==> src/rtl/cdr_cal_pkg.sv <==
`timescale 1ns/1ps
// Shared types and default constants for the CDR VCO coarse-band calibration.
package cdr_cal_pkg;

    typedef enum logic [2:0] {
        IDLE,
        SETTLE,
        MEASURE,
        DECIDE,
        DONE
    } cal_state_t;

    localparam int         CAL_TUNE_W     = 5;
    localparam int         CAL_CNT_W      = 16;
    localparam int         CAL_WIN_CYC    = 1024;
    localparam int         CAL_SETTLE_CYC = 64;
    localparam logic [4:0] CAL_TUNE_RST   = 5'b01111;

endpackage

==> src/rtl/vco_edge_counter.sv <==
`timescale 1ns/1ps
// Brings the divided VCO clock into the refclk domain, detects its rising
// edges and accumulates them in a saturating counter while enabled.
module vco_edge_counter #(
    parameter int CNT_W = 16
) (
    input  logic             refclk,
    input  logic             rst,
    input  logic             clr,
    input  logic             en,
    input  logic             vco_div,
    output logic [CNT_W-1:0] cnt
);

    // [1:0] form the synchronizer, [2] holds the previous synchronized level.
    logic [2:0]       sync_q, sync_d;
    logic [CNT_W-1:0] cnt_q, cnt_d;
    logic             rise;

    // NOTE: every always_comb output gets a default first so no path can infer a latch.
    always_comb begin
        sync_d = {sync_q[1:0], vco_div};
        rise   = sync_q[1] & ~sync_q[2];
        cnt_d  = cnt_q;
        if (clr) begin
            cnt_d = '0;
        end else if (en && rise && !(&cnt_q)) begin
            cnt_d = cnt_q + CNT_W'(1);
        end
    end

    // NOTE: state flops use non-blocking assignments so all of them update together at the edge.
    always_ff @(posedge refclk) begin
        if (rst) begin
            sync_q <= '0;
            cnt_q  <= '0;
        end else begin
            sync_q <= sync_d;
            cnt_q  <= cnt_d;
        end
    end

    assign cnt = cnt_q;

endmodule

==> src/rtl/vco_band_cal.sv <==
`timescale 1ns/1ps
// Coarse-band SAR calibration: measures VCO edges per reference window and
// binary-searches the tune code whose edge count does not exceed the target.
module vco_band_cal
    import cdr_cal_pkg::*;
#(
    parameter int                TUNE_W     = CAL_TUNE_W,
    parameter int                CNT_W      = CAL_CNT_W,
    parameter int                WIN_CYC    = CAL_WIN_CYC,
    parameter int                SETTLE_CYC = CAL_SETTLE_CYC,
    parameter logic [TUNE_W-1:0] TUNE_RST   = TUNE_W'(CAL_TUNE_RST)
) (
    input  logic              refclk,
    input  logic              rst,
    input  logic              start,
    input  logic              vco_div,
    input  logic [CNT_W-1:0]  tgt_cnt,
    output logic [TUNE_W-1:0] tune,
    output logic              hold_mid,
    output logic              busy,
    output logic              done,
    output logic [CNT_W-1:0]  meas_cnt
);

    localparam int                MAX_CYC     = (WIN_CYC > SETTLE_CYC) ? WIN_CYC : SETTLE_CYC;
    localparam int                CYC_W       = $clog2(MAX_CYC + 1);
    localparam int                IDX_W       = (TUNE_W > 1) ? $clog2(TUNE_W) : 1;
    localparam logic [CYC_W-1:0]  SETTLE_LAST = CYC_W'(SETTLE_CYC - 1);
    localparam logic [CYC_W-1:0]  WIN_LAST    = CYC_W'(WIN_CYC - 1);
    localparam logic [IDX_W-1:0]  IDX_MSB     = IDX_W'(TUNE_W - 1);
    localparam logic [TUNE_W-1:0] TUNE_MSB    = TUNE_W'(1) << (TUNE_W - 1);

    cal_state_t        state_q, state_d;
    logic              start_q, start_d;
    logic [CNT_W-1:0]  tgt_q, tgt_d;
    logic [TUNE_W-1:0] tune_q, tune_d;
    logic [IDX_W-1:0]  idx_q, idx_d;
    logic [CYC_W-1:0]  cyc_q, cyc_d;
    logic              busy_q, busy_d;
    logic              hold_mid_q, hold_mid_d;
    logic              done_q, done_d;
    logic [CNT_W-1:0]  meas_cnt_q, meas_cnt_d;

    logic              cnt_clr;
    logic              cnt_en;
    logic [CNT_W-1:0]  edge_cnt;

    vco_edge_counter #(
        .CNT_W (CNT_W)
    ) u_edge_counter (
        .refclk  (refclk),
        .rst     (rst),
        .clr     (cnt_clr),
        .en      (cnt_en),
        .vco_div (vco_div),
        .cnt     (edge_cnt)
    );

    always_comb begin
        state_d    = state_q;
        start_d    = start && (state_q == IDLE);
        tgt_d      = tgt_q;
        tune_d     = tune_q;
        idx_d      = idx_q;
        cyc_d      = cyc_q + CYC_W'(1);
        meas_cnt_d = meas_cnt_q;
        cnt_clr    = 1'b0;
        cnt_en     = (state_q == MEASURE);

        unique case (state_q)
            IDLE: begin
                if (start) begin
                    tgt_d = tgt_cnt;
                end
                // The start request is registered once, so the trial begins the cycle after it is seen.
                if (start_q) begin
                    state_d = SETTLE;
                    tune_d  = TUNE_MSB;
                    idx_d   = IDX_MSB;
                    cyc_d   = '0;
                    cnt_clr = 1'b1;
                end
            end
            SETTLE: begin
                if (cyc_q == SETTLE_LAST) begin
                    state_d = MEASURE;
                    cyc_d   = '0;
                end
            end
            MEASURE: begin
                if (cyc_q == WIN_LAST) begin
                    state_d = DECIDE;
                end
            end
            DECIDE: begin
                meas_cnt_d = edge_cnt;
                if (edge_cnt > tgt_q) begin
                    tune_d[idx_q] = 1'b0;
                end
                if (idx_q != '0) begin
                    tune_d[idx_q - IDX_W'(1)] = 1'b1;
                    idx_d   = idx_q - IDX_W'(1);
                    state_d = SETTLE;
                    cyc_d   = '0;
                    cnt_clr = 1'b1;
                end else begin
                    state_d = DONE;
                end
            end
            DONE: begin
                state_d = IDLE;
            end
            default: begin
                state_d = IDLE;
            end
        endcase

        busy_d     = (state_d == SETTLE) || (state_d == MEASURE) || (state_d == DECIDE);
        hold_mid_d = busy_d;
        done_d     = (state_d == DONE);
    end

    always_ff @(posedge refclk) begin
        if (rst) begin
            state_q    <= IDLE;
            start_q    <= 1'b0;
            tgt_q      <= '0;
            tune_q     <= TUNE_RST;
            idx_q      <= '0;
            cyc_q      <= '0;
            busy_q     <= 1'b0;
            hold_mid_q <= 1'b0;
            done_q     <= 1'b0;
            meas_cnt_q <= '0;
        end else begin
            state_q    <= state_d;
            start_q    <= start_d;
            tgt_q      <= tgt_d;
            tune_q     <= tune_d;
            idx_q      <= idx_d;
            cyc_q      <= cyc_d;
            busy_q     <= busy_d;
            hold_mid_q <= hold_mid_d;
            done_q     <= done_d;
            meas_cnt_q <= meas_cnt_d;
        end
    end

    assign tune     = tune_q;
    assign hold_mid = hold_mid_q;
    assign busy     = busy_q;
    assign done     = done_q;
    assign meas_cnt = meas_cnt_q;

endmodule
==> config.mk <==
export PLATFORM = sky130hd
export DESIGN_NAME = vco_band_cal
export DESIGN_NICKNAME = d
export VERILOG_FILES = /design/src/rtl/cdr_cal_pkg.sv /design/src/rtl/vco_edge_counter.sv /design/src/rtl/vco_band_cal.sv
export SDC_FILE = /design/constraint.sdc
export NUM_CORES = 1
export LEC_CHECK = 0
export CORE_UTILIZATION = 51
export DETAILED_ROUTE_END_ITERATION = 10
export PLACE_DENSITY = 0.83
export SLEW_MARGIN = 20
export SYNTH_ARGS = -nofsm -noshare
export SYNTH_HDL_FRONTEND = slang
export SYNTH_HIERARCHICAL = 1
export SYNTH_SLANG_ARGS = --single-unit
==> constraint.sdc <==
create_clock -name refclk -period 5.25 [get_ports refclk]
set_input_delay 1.575 -clock refclk [delete_from_list [all_inputs] [get_ports refclk]]
set_output_delay 1.575 -clock refclk [all_outputs]
set_load 0.01 [all_outputs]
# --- After elaboration in Yosys (flattened, before gate mapping) ---
# Cells that the tools add are included.
classes:
  n_addsub: 3
  n_lt_le_gt_ge: 5
  eq_ne: 11
  muxes: 24
  n_bitwise: 5
  reduce_logical: 16
op_table:
  columns: ["op", "count"]
  rows:
  - ["11-bit 2-to-1 mux", 3]
  - ["11-bit case mux with 3 select lines", 1]
  - ["5-bit 2-to-1 mux", 4]
  - ["3-bit 2-to-1 mux", 6]
  - ["16-bit by 1-bit adder with 16-bit output, second input constant", 1]
  - ["16-bit greater-than comparator", 1]
  - ["16-bit AND reduction", 1]
  - ["3-bit by 2-bit equality test with 1-bit output, second input constant", 4]
  - ["3-bit case mux with 4 select lines", 1]
  - ["11-bit by 1-bit adder with 11-bit output, second input constant", 1]
  - ["11-bit by 10-bit equality test with 1-bit output, second input constant", 1]
  - ["11-bit by 6-bit equality test with 1-bit output, second input constant", 1]
  - ["5-bit case mux with 2 select lines", 1]
  - ["3-bit by 4-bit < comparator with 1-bit output, second input constant", 2]
  - ["1-bit demux with 3-bit select", 2]
  - ["3-bit by 1-bit equality test with 1-bit output, second input constant", 2]
  - ["3-bit by 1-bit >= comparator with 1-bit output, second input constant", 2]
  - ["3-bit case mux with 2 select lines", 1]
  - ["5-bit bitwise AND", 1]
  - ["1-bit logical AND", 5]
  - ["5-bit NOT", 1]
  - ["5-bit OR", 1]
  - ["1-bit 2-to-1 mux", 4]
  - ["2-bit != test, second input constant", 2]
  - ["13 further kinds", 15]
word_totals:
  reg_bits: 76
  input_bits: 20
  out_inout_bits: 24
  wordCells: 75

# --- Depth between registers and ports, before layout ---
logic_depth:
  ltp_word: 11
  mapped_depth: 11
  mapped_depth_nobuf: 10

# --- Hierarchy ---
# Netlist, hierarchy kept.
by_module_without_submodules:
  columns: ["module", "n_inst", "cells_per_inst", "area_each_um2", "seq_area_each_um2"]
  rows:
  - ["vco_band_cal", 1, 342, 2727.6, 1141.1]
  - ["vco_edge_counter", 1, 105, 947.2, 380.4]

# --- Worst setup path before layout ---
# No wires, ideal clock.
synth_path:
  path_type: "input to register"
  start: "input port start"
  end: "register tgt_q[10]"
  setup_time_ns: 0.070
  t_arrival_ns: 2.451
  required_time_ns: 5.180
  slack_ns: 2.729
  path_stages: 4
  path_buffers: 1
  path_cell_list: "nor4b_2 clkbuf_1 nand2_1 a21oi_1"
synth_between:
  elab_chain_len: 1
synth_lines:
  columns: ["element", "line", "source"]
  rows:
  - ["from (decl)", "vco_band_cal.sv:15", "input logic start,"]
  - ["2-bit AND reduction (no source line)", null, null]
  - ["to (signal assigned)", "vco_band_cal.sv:138", "tgt_q <= tgt_d;"]
  - ["to (decl)", "vco_band_cal.sv:35", "logic [CNT_W-1:0] tgt_q, tgt_d;"]
# Every way passes these cells.
# A chain may end at the register's enable or synchronous reset.

# --- Worst setup path after layout ---
layout_path:
  start: "register tune_q[1], in the netlist tune[1]"
  end: "output port tune[1]"
layout_rtl:
  columns: ["element", "line", "source"]
  rows:
  - ["from (decl)", "vco_band_cal.sv:36", "logic [TUNE_W-1:0] tune_q, tune_d;"]
  - ["from (signal assigned)", "vco_band_cal.sv:139", "tune_q <= tune_d;"]
  - ["to (decl)", "vco_band_cal.sv:18", "output logic [TUNE_W-1:0] tune,"]
# No word-level cell between the ends.

==> results.md <==
Global route:
- The remaining global-route overflow is 0.
- The via count of the first global-routing pass is between 2000 and 3000.
- Entering global routing, the biggest net connects 55 pins.
- The number of antenna violations at the first check in global routing came to 0.
- The global-route wire length before repair is approximately 13000 um.
- The overall track demand over capacity in global routing is 22.5%.

Synthesis:
- The number of distinct standard cells referenced by the synthesized netlist is between 50 and 60.
- For this run, asynchronously set or reset flops after synthesis account for 0%.
- Dividing the synthesized area by the synthesized cell count gives a little over 8 um2.
- Sequential cells were found to cover 41.4% of the synthesized design area.
- The cell count after synthesis came out at roughly 450.
- The number of nets produced by synthesis is approximately 490.
- In this run, synthesis inferred 0 flip-flops with an integrated enable.
- The most frequently used flop master after synthesis is sky130_fd_sc_hd__dfxtp_1.
- The flip-flop and latch count after synthesis is 76.
- The number of warnings issued by yosys is 6.
- The post-synthesis instance area is 3670 um2.

Floorplan:
- Once the floorplan was initialized, standard cells occupied a little over half of the core.
- The placeable core region is between 6000 and 7000 um2.
- From bottom edge to top edge, the die measures 86.9 um.
- The area of the die is 7550 um2.
- The initialized floorplan defines 30 standard-cell rows.
- The floorplan step set the die width to ~87 um.
- During I/O placement, the number of pins put on the boundary was 44.

Placed design:
- The total half-perimeter wirelength after legalization and detailed placement is 5560 um.
- The congestion estimate from routability-driven global placement came to 0.830.
- The number of instances in the placed design is 566.
- Input and output buffers added on the ports amount to 43.

Power and ir drop:
- The internal power of the cells totals 0.000818 W.
- In this run the power spent charging and discharging nets is around 0.00027 W.
- Per report_power, the sequential group accounts for a little under three fifths of the total.
- The clock network burns 34.8% of the power.
- Dividing total power by cell area gives a power density of 253 nW/um2.
- The switching power as a share of total power is between 20% and 30%.
- Per report_power, the combinational group accounts for 9.3% of the total.
- The total leakage power is between 1.5 and 2 nW.
- The worst-case IR drop observed on VDD is between 0.00015 and 0.0002 V.

Status:
- The run finished with clean final reports.

Hold path:
- The worst hold path class is reg2reg.

STA:
- For the pin with the worst max-slew slack, the measured transition is 1.03 ns.
- The clock tree skew after final layout is around 0.0080 ns.
- The sum of negative setup slack is 0 ns.
- The post-route minimum period is about 2.8 ns.
- The fraction of the cycle the final worst path needs is between 50% and 60%.
- Setup violations remaining at the end of the flow were counted as 0.
- The count of endpoints failing hold in the final timing report is 0.
- Static timing analysis puts the maximum clock frequency at ~0.35 GHz.
- The tightest slew margin relative to the limit is a little under a third.
- Setup repair after global routing left no endpoint under its margin.
- The number of max-slew violations in the final report is 0.

CTS:
- TritonCTS built the clock tree.
- The clock drives between 70 and 80 sinks.
- After clock tree synthesis, the setup repair step added 0 buffers.
- The clock latency reported for the late side of the worst-skew pair is around 0.35 ns.
- In this run the deepest clock path goes through 2 buffers.
- The number of hold-repair buffers added at the cts stage is 0.
- Buffers inserted during clock tree synthesis total 9.
- The clock-pin transition on the worst setup and hold timing paths is around 0.070 ns.
- The count of H-tree levels built during CTS is 3.
- The root cell of the clock tree is sky130_fd_sc_hd__clkbuf_8.
- The number of gates resized after CTS was 0.

Critical path:
- Walking the worst path, the cells encountered are clkdlybuf4s50_1.
- The master of the slowest instance on the critical path is sky130_fd_sc_hd__clkdlybuf4s50_1.
- The gate family responsible for the most delay along the worst path is buffers and inverters.
- The origin of the worst setup path is tune[1]$_SDFFE_PP1P_.
- For the worst setup path, the data arrival time is between 1 and 1.5 ns.
- The worst setup path is launched from a register.
- In this run the number of cells on the critical path is 1.
- The critical path required time is approximately 3.7 ns.
- The terminus of the critical flop-to-flop path is u_edge_counter/cnt[15]$_SDFFE_PP0P_.
- Of all nets on the critical path, the largest fanout is 3.
- For this run, the slowest stage of the critical path takes 0.55 ns.
- The number of buffers and inverters on the critical path is 1.
- The critical path endpoint category is an output port.
- The setup path with the least slack is of type reg2out.
- The worst setup path endpoint is tune[1].
- The number of cells on the worst reg-to-reg path is 5.
- For flop-to-flop paths, the worst setup slack is roughly 2.7 ns.
- The worst register-to-register path begins at state_q[1]$_SDFF_PP0_.

Route:
- The remaining antenna violation count after routing is 0.
- The wire length reported by the detailed router is ~8100 um.
- In the routed design, unresolved DRC markers number 0.
- The amount of wire on met3 after detailed routing is 460 um.
- The wire length the detailed router placed on met1 is 3780 um.
- The first TritonRoute pass finished after 4 iterations.
- The top metal layer carrying routed signals is met4.
- The vias after detailed routing is 3304.
- The met2 layer wire length in the routed design is between 3000 and 4000 um.
- The initial DRC count is around 280.
- In the final routed layout, each cell accounts on average for about 14 um.
- After detailed routing, the number of vias per cell comes to around 5.7.

Final layout:
- Leaving out fill and tap cells, the most frequent cell in the layout is sky130_fd_sc_hd__nand2_1.
- The area growth from synthesis to layout is 16.5%.
- For this run, the post-layout net count is 521.
- The layout has approximately 610 filler cells.
- The fraction of final layout cells with drive strength greater than 1 is between 6 and 7%.
- The number of antenna diodes in the final layout is 0.
- The multi-input combinational cells in the finished layout cover a total of 1970 um2.
- Leaving out filler cells and counting taps, the final layout contains a little under 600.
- Registers take approximately 1500 um2.
- In the layout the commonest cells are sky130_fd_sc_hd__nand2_1, sky130_fd_sc_hd__dfxtp_1, sky130_fd_sc_hd__a21oi_1, sky130_fd_sc_hd__clkdlybuf4s50_1, sky130_fd_sc_hd__nor2_1.

Run:
- Across the run, the number of max-cap violations was 0.
[sequential cells by signal, summed over array words and instances, names as in the netlist, 3 cells and up]
register / count
idx_q: 3
u_edge_counter/cnt: 16
cyc_q: 11
tgt_q: 16
tune: 5
meas_cnt: 16
state_q: 3
u_edge_counter/sync_q: 3
[synthesized netlist by cell type, types with 3 or more instances]
cell type	count	area share (%)
sky130_fd_sc_hd__o31ai_1	4	0.82
sky130_fd_sc_hd__nand3_1	14	1.9
sky130_fd_sc_hd__inv_1	22	2.2
sky130_fd_sc_hd__a21oi_1	61	8.3
sky130_fd_sc_hd__a221o_1	3	0.82
sky130_fd_sc_hd__nor4_1	7	1.2
sky130_fd_sc_hd__or3_1	7	1.2
sky130_fd_sc_hd__dfxtp_1	76	41
sky130_fd_sc_hd__nor2_1	27	2.8
sky130_fd_sc_hd__a211oi_1	3	0.61
sky130_fd_sc_hd__nor2b_1	8	1.4
sky130_fd_sc_hd__o21ai_0	9	1.2
sky130_fd_sc_hd__buf_6	3	0.92
sky130_fd_sc_hd__nand2_1	83	8.5
sky130_fd_sc_hd__nand4_1	10	1.7
sky130_fd_sc_hd__nor3_1	10	1.4
sky130_fd_sc_hd__xor2_1	5	1.2
sky130_fd_sc_hd__or4_1	7	1.4
sky130_fd_sc_hd__nand3b_1	3	0.61
sky130_fd_sc_hd__xnor2_1	5	1.2
sky130_fd_sc_hd__or2_2	3	0.51
sky130_fd_sc_hd__ha_1	20	6.8
sky130_fd_sc_hd__clkbuf_1	12	1.2
[worst min path at each step]
| stage | from | cells past startpoint | end |
|---|---|---|---|
| finish | u_edge_counter/sync_q[0]$_SDFF_PP0_ | 1 | u_edge_counter/sync_q[1]$_SDFF_PP0_ |
| CTS | u_edge_counter/sync_q[0]$_SDFF_PP0_ | 1 | u_edge_counter/sync_q[1]$_SDFF_PP0_ |
| global route | u_edge_counter/sync_q[0]$_SDFF_PP0_ | 1 | u_edge_counter/sync_q[1]$_SDFF_PP0_ |
| global placement | u_edge_counter/sync_q[0]$_SDFF_PP0_ | 1 | u_edge_counter/sync_q[1]$_SDFF_PP0_ |
| floorplan | u_edge_counter/sync_q[0]$_SDFF_PP0_ | 1 | u_edge_counter/sync_q[1]$_SDFF_PP0_ |
| detailed placement | u_edge_counter/sync_q[0]$_SDFF_PP0_ | 1 | u_edge_counter/sync_q[1]$_SDFF_PP0_ |
[layer usage]
layer | track usage (%) | up-vias
li1 | - | 1651
met1 | 28.7 | 1549
met2 | 36.4 | 92
met3 | 6.35 | 12
met4 | 7.73 | 0
met5 | 0 | -
[kinds of logic after synthesis]
group / count (synthesis) / synth area share (%)
buffers and inverters: 43 / 5.28
adder cells (fa/ha/maj): 20 / 6.81
XOR/XNOR: 10 / 2.38
flip-flops: 76 / 41.4
AND/OR/NAND/NOR: 199 / 28.0
AO/OA/AOI/OAI: 97 / 15.6
multiplexers: 2 / 0.545
[area by class of cell]
type	instances	share of cell area [%]
multi-input combinational	328	45.9
sequential	76	35.5
timing repair buffer	44	10.1
clock buffer	12	3.39
tap	96	2.81
inverter	22	1.93
clock inverter	2	0.292
[stage by stage]
step / hold WS, ns / cell area (um2) / worst slack [ns] / utilization [%] / total power (W)
after floorplan: 0.414 / 3670 / 2.73 / - / 0.000683
after global placement: 0.416 / 4120 / 2.16 / 59.9 / 0.000714
after detailed placement: 0.429 / 4120 / 2.13 / 59.9 / 0.000718
after CTS: 0.447 / 4270 / 2.40 / 62.2 / 0.00109
after global routing: 0.459 / 4280 / 2.37 / 62.3 / 0.00113
final: 0.443 / 4280 / 2.42 / 62.3 / 0.00108
[power by group through the flow]
stage                     Sequential (W)  Clock (W)  Combinational (W)
final                           0.000606   0.000377           0.000101
after CTS                       0.000605   0.000386           0.000100
after floorplan                 0.000615          0          0.0000673
after global placement          0.000618          0          0.0000966
after global routing            0.000608   0.000409           0.000113
after detailed placement        0.000618          0          0.0000994
Note: power is estimated with default switching activity, not from simulation.
